**config.mk**
```make
export PLATFORM = sky130hd
export DESIGN_NAME = deemph_iir
export DESIGN_NICKNAME = d
export VERILOG_FILES = /design/src/rtl/deemph_iir.sv
export SDC_FILE = /design/constraint.sdc
export NUM_CORES = 1
export LEC_CHECK = 0
export BUFFER_PORTS_ARGS = -buffer_cell sky130_fd_sc_hd__buf_2
export CORE_AREA = 3 3 258 235
export DETAILED_ROUTE_END_ITERATION = 6
export DIE_AREA = 0 0 261 238
export PLACE_DENSITY = 0.73
export SYNTH_ARGS = -nofsm -noshare
export SYNTH_HDL_FRONTEND = slang
export SYNTH_SLANG_ARGS = --single-unit
```
**constraint.sdc**
```tcl
create_clock -name clock -period 14.2 [get_ports clock]
set_input_delay 0.71 -clock clock [delete_from_list [all_inputs] [get_ports clock]]
set_output_delay 0.71 -clock clock [all_outputs]
set_load 0.01 [all_outputs]
```
**src/rtl/deemph_iir.sv**
```systemverilog
// First-order IIR de-emphasis filter: y[n] = deq(B0*x[n]) + deq(B1*x[n-1]) + deq(A1*y[n-1]).
// Optional macro DEEMPH_SAT_EN clamps each result to the 16-bit audio range.
module deemph_iir #(
    parameter int DATA_WIDTH = 32,
    parameter int BITS       = 10,
    parameter int B0         = 178,
    parameter int B1         = 178,
    parameter int A1         = -667
) (
    input  logic                  clock,
    input  logic                  reset,
    output logic                  in_rd_en,
    input  logic                  in_empty,
    input  logic [DATA_WIDTH-1:0] in_dout,
    output logic                  out_wr_en,
    input  logic                  out_full,
    output logic [DATA_WIDTH-1:0] out_din
);
    localparam int PW = 2 * DATA_WIDTH;
    localparam logic signed [PW-1:0] C_RND = PW'((1 << BITS) - 1);

    typedef enum logic [1:0] {S_READ, S_MUL, S_SUM, S_WRITE} state_t;

    state_t                         r_state;
    logic signed [DATA_WIDTH-1:0]   r_x;
    logic signed [DATA_WIDTH-1:0]   r_x_prev;
    logic signed [DATA_WIDTH-1:0]   r_y_prev;
    logic        [DATA_WIDTH-1:0]   r_out_din;
    logic signed [PW-1:0]           r_prod [3];

    logic signed [PW-1:0]           w_coef [3];
    logic signed [PW-1:0]           w_op   [3];
    logic signed [PW-1:0]           w_deq  [3];
    logic signed [PW-1:0]           w_sum;
    logic        [DATA_WIDTH-1:0]   w_result;

    assign w_coef[0] = PW'(B0);
    assign w_coef[1] = PW'(B1);
    assign w_coef[2] = PW'(A1);
    assign w_op[0]   = PW'(r_x);
    assign w_op[1]   = PW'(r_x_prev);
    assign w_op[2]   = PW'(r_y_prev);

    genvar gi;
    generate
        for (gi = 0; gi < 3; gi++) begin : g_tap
            always_ff @(posedge clock) begin
                if (reset) begin
                    r_prod[gi] <= '0;
                end else if (r_state == S_MUL) begin
                    r_prod[gi] <= w_coef[gi] * w_op[gi];
                end
            end

            // Bias negative products so the arithmetic shift truncates toward zero.
            assign w_deq[gi] = (r_prod[gi][PW-1] ? (r_prod[gi] + C_RND) : r_prod[gi]) >>> BITS;
        end
    endgenerate

    assign w_sum = w_deq[0] + w_deq[1] + w_deq[2];

`ifdef DEEMPH_SAT_EN
    localparam logic signed [PW-1:0] C_MAX = PW'(32767);
    localparam logic signed [PW-1:0] C_MIN = PW'(-32768);
    logic signed [PW-1:0] w_clamped;

    always_comb begin
        w_clamped = w_sum;
        if (w_sum > C_MAX) begin
            w_clamped = C_MAX;
        end else if (w_sum < C_MIN) begin
            w_clamped = C_MIN;
        end
    end

    logic w_unused_clamp_hi;
    assign w_unused_clamp_hi = ^w_clamped[PW-1:DATA_WIDTH];
    assign w_result          = w_clamped[DATA_WIDTH-1:0];
`else
    logic w_unused_sum_hi;
    assign w_unused_sum_hi = ^w_sum[PW-1:DATA_WIDTH];
    assign w_result        = w_sum[DATA_WIDTH-1:0];
`endif

    assign in_rd_en  = !reset && (r_state == S_READ)  && !in_empty;
    assign out_wr_en = !reset && (r_state == S_WRITE) && !out_full;
    assign out_din   = r_out_din;

    always_ff @(posedge clock) begin
        if (reset) begin
            r_state   <= S_READ;
            r_x       <= '0;
            r_x_prev  <= '0;
            r_y_prev  <= '0;
            r_out_din <= '0;
        end else begin
            case (r_state)
                S_READ: begin
                    if (in_rd_en) begin
                        r_x     <= in_dout;
                        r_state <= S_MUL;
                    end
                end
                S_MUL: begin
                    r_state <= S_SUM;
                end
                S_SUM: begin
                    r_out_din <= w_result;
                    r_state   <= S_WRITE;
                end
                S_WRITE: begin
                    // History advances only on an accepted push.
                    if (out_wr_en) begin
                        r_x_prev <= r_x;
                        r_y_prev <= r_out_din;
                        r_state  <= S_READ;
                    end
                end
                default: begin
                    r_state <= S_READ;
                end
            endcase
        end
    end
endmodule

```
==> flow_metrics.tcl <==
set metrics [dict create \
    worstPathRequired_ns 14.53 \
    post_place_worst_slack_ns 8.40 \
    period_share_pct 41.4 \
    clock-sinks 253 \
    maximum_number_of_buffers_from_clock_root_to_sink 3 \
    cp_common_cell "sky130_fd_sc_hd__fa_1" \
    postRouteWirelength_um 63800 \
    post-cts-setup-buffers 0 \
    floorplan.die_area_um2 62100 \
    finalWorstSetupSlack_ns 8.32 \
    synthesis.area_um2 29000 \
    detailedRoute.firstIterationViolations 1268 \
    dr.max_layer_used "met4" \
    yosys_most_used_dff "sky130_fd_sc_hd__dfxtp_1" \
    dr_total_vias 20900 \
    synth_top_area_share_pct 20.6 \
    synth.yosys.seq_area_share_pct 21.7 \
    initial_antenna_violation_count 0 \
    ys_seq_elements 253 \
    timing.critical_path.from_type "flip-flop" \
    worstPathMaxFanout 6 \
    place.gp.congestion 0.932 \
    arrival_ns 6.22 \
    ys_async_sr_fraction_pct 0 \
    synth_enable_flop_cells 123 \
    row_count 84 \
    fin_skew_ns 0.0234 \
    mappedNetlistNets 3955 \
    m1WireLength_um 30100 \
    worstPathCellList "inv_1 > ha_1 > fa_1 > fa_1 > fa_1 > inv_1 > fa_1 > inv_1 > ha_1 > a21o_1 > a21o_1 > a21oi_1 > o22ai_1 > a2111oi_4 > o21ai_1 > o41ai_1 > o21ai_1 > xnor2_1 > nor2_1" \
    ys_top_cells_by_area "sky130_fd_sc_hd__ha_1 (21%), sky130_fd_sc_hd__fa_1 (19%), sky130_fd_sc_hd__edfxtp_1 (13%)" \
    drtPass1Iterations 5 \
    final_nets 3996 \
    syn-instance-count 3163 \
    die_width_um 261 \
    syn_to_final_growth_pct 7.55 \
    cp_slowest_cell "sky130_fd_sc_hd__fa_1" \
    drc_errors 0 \
    yosysWarningCount 0 \
    internal_power_mw 2.28 \
    clkLatencyLatePin_ns 0.60 \
    post_route_cells_drive_above_1_share_pct 4.84 \
    wl_met2_um 28900 \
    ys_types 75 \
    ctsHoldBuffers 0 \
    cts.reportedPaths.clkPinSlew_ns 0.07 \
    switching_share_pct 45.0 \
    final_setup_violations 0 \
    place.port_buffers 69 \
    tritoncts "yes" \
    yosys.cell_count.top_type "sky130_fd_sc_hd__inv_1" \
    die_height_um 238 \
    avgSynthCellArea_um2 9.16 \
    crit_buf_inv 3 \
    net_switching_mw 1.87 \
    detail_route.vias_per_cell 5.22 \
    min_path_type "input pin to flip-flop" \
    fin_crit_ns 5.88 \
    wire_length_of_the_first_global_routing_pass_um 107000 \
    place.detailed.hpwl_um 51800 \
    pwr-share-comb_pct 53.9 \
    final_max_slew_viol_count 0 \
    timing.critical_path.to_type "flip-flop" \
    powerDensity_nw_per_um2 133 \
    root_buffer "sky130_fd_sc_hd__clkbuf_16" \
    maximum_frequency_from_static_timing_analysis_mhz 170 \
    worstSetupPathType "flip-flop to flip-flop" \
    tns_ns 0 \
    core_um2 58100 \
    ant_nets 0 \
    grt_start_max_net_pins 83 \
    routed_length_on_met3_um 2840 \
    outcome "finished, final reports clean" \
    irDropWorstVdd_v 0.000109 \
    clock_power_share_pct 19.3 \
    global_route.usage.total_pct 21.1 \
    grt_setup_unrepaired "no" \
    cpLargestDelayFamily "adder cells" \
    n_fill_cell 5168 \
    synth_top_cells_by_count "sky130_fd_sc_hd__inv_1 (624), sky130_fd_sc_hd__ha_1 (478), sky130_fd_sc_hd__nand2_1 (297), sky130_fd_sc_hd__fa_1 (278), sky130_fd_sc_hd__nor2_1 (199)" \
    route.detailed.wl_per_inst_um 16.0 \
    synth.largest_area_cell "sky130_fd_sc_hd__ha_1" \
    ios 70 \
    worst_pin_slew_ns 1.02 \
    max_slew_margin_pct 32.2 \
    global_route.overflow_total 0 \
    clock_tree.htree_level_count 1 \
    antenna-diode-count 0 \
    cts_resized 0 \
    max_cap_viol_count 0 \
    power.static_leakage_nw 15.6 \
    first_global_vias 20800 \
    initial_core_util_pct 49.8 \
    number_of_clock_buffers_inserted_by_tritoncts 30 \
    finalHoldViolations 0 \
    timing.critical_path.slowest_cell_delay_ns 0.55 \
    pwr-share-seq_pct 26.8 \
]
-- sequential cells by signal (all words and copies together) (netlist names) --
register	count
r_x	32
r_x_prev	32
r_prod	123
r_y_prev	32
out_din	32
r_state	2
-- logic make-up (layout without fill, tap and decap cells) --
group,Yosys count,in the layout,synth area share [%]
compound gates,474,474,10.2
buf+inv,695,758,9.05
simple gates,747,747,11.9
fa+ha+maj,756,756,39.9
mux,30,30,1.04
xor+xnor,208,208,6.31
flops,253,253,21.7
-- metal layers --
metal / vias to the layer above / GRT usage (%)
li1: 10400 / -
met1: 9940 / 29.9
met2: 415 / 34.1
met3: 94 / 2.55
met4: 0 / 6.06
met5: - / 0
-- tightest hold or removal path, cell delays in order --
cell and delay (ns):
sky130_fd_sc_hd__buf_2 0.09, sky130_fd_sc_hd__nand2_1 0.04, sky130_fd_sc_hd__a21oi_1 0.05
-- cell usage in the layout (no fill, tap or decap), types with 6 or more instances in the layout --
cell	synthesis	final
sky130_fd_sc_hd__buf_2	0	68
sky130_fd_sc_hd__a21oi_1	198	198
sky130_fd_sc_hd__a211oi_1	16	16
sky130_fd_sc_hd__o21ai_1	41	41
sky130_fd_sc_hd__clkbuf_16	0	33
sky130_fd_sc_hd__buf_4	0	11
sky130_fd_sc_hd__and3_1	17	17
sky130_fd_sc_hd__nor3b_1	6	6
sky130_fd_sc_hd__o21bai_1	19	19
sky130_fd_sc_hd__or3_1	13	13
sky130_fd_sc_hd__a31oi_1	16	16
sky130_fd_sc_hd__mux2i_1	30	30
sky130_fd_sc_hd__inv_1	624	624
sky130_fd_sc_hd__ha_1	478	477
sky130_fd_sc_hd__fa_1	278	278
sky130_fd_sc_hd__o21ai_0	37	37
sky130_fd_sc_hd__xnor2_1	110	110
sky130_fd_sc_hd__nand3_1	61	61
sky130_fd_sc_hd__edfxtp_1	123	123
sky130_fd_sc_hd__xor2_1	97	97
sky130_fd_sc_hd__a21o_1	70	70
sky130_fd_sc_hd__o21a_1	19	19
sky130_fd_sc_hd__dfxtp_1	130	130
sky130_fd_sc_hd__nand4_1	39	39
sky130_fd_sc_hd__and2_1	29	29
sky130_fd_sc_hd__nor2b_1	15	12
sky130_fd_sc_hd__nor4_1	6	6
sky130_fd_sc_hd__nand2b_1	11	10
sky130_fd_sc_hd__nor2_1	199	199
sky130_fd_sc_hd__o211ai_1	8	8
sky130_fd_sc_hd__nor3_1	24	24
sky130_fd_sc_hd__nand2_1	297	296
-- metrics by stage --
stage                     instances  total power [mW]  instance area, um2  utilization, %  hold WS, ns
final                          4000              4.15               31200            53.6        0.337
after global routing           4000              4.53               31200            53.6        0.324
after CTS                      4000              4.17               31200            53.6        0.301
after detailed placement       3946              3.34               30100            51.8        0.461
after global placement         3946              3.30               30100            51.8        0.459
after floorplan                3163              2.74               29000               -        0.481
-- power by group through the flow --
stage | logic, mW | registers (mW) | clock network [mW]
detailed placement | 2.22 | 1.12 | 0
finish | 2.24 | 1.11 | 0.802
CTS | 2.24 | 1.11 | 0.821
global route | 2.54 | 1.13 | 0.851
global placement | 2.18 | 1.12 | 0
floorplan | 1.66 | 1.08 | 0
-- worst paths after layout --
path / from / end / slack [ns] / cells after the start
max: r_y_prev[1] / r_prod[2][30] / 8.32 / 19
min: in_dout[19] / r_x[19] / 0.34 / 3
max reg2reg: r_y_prev[1] / r_prod[2][30] / 8.32 / 19
min reg2reg: out_din[18] / r_y_prev[18] / 0.47 / 2
-- layout make-up --
class / count / area [um2] / share of cell area (%)
multi-input cells: 2215 / 20100 / 64.4
flip-flops and latches: 253 / 6300 / 20.2
inverters: 625 / 2360 / 7.57
well taps: 774 / 968 / 3.11
clock buffers: 40 / 872 / 2.80
repair buffers: 79 / 423 / 1.36
clock inverters: 14 / 158 / 0.506
No activity file was read; power rests on OpenSTA's default activity.
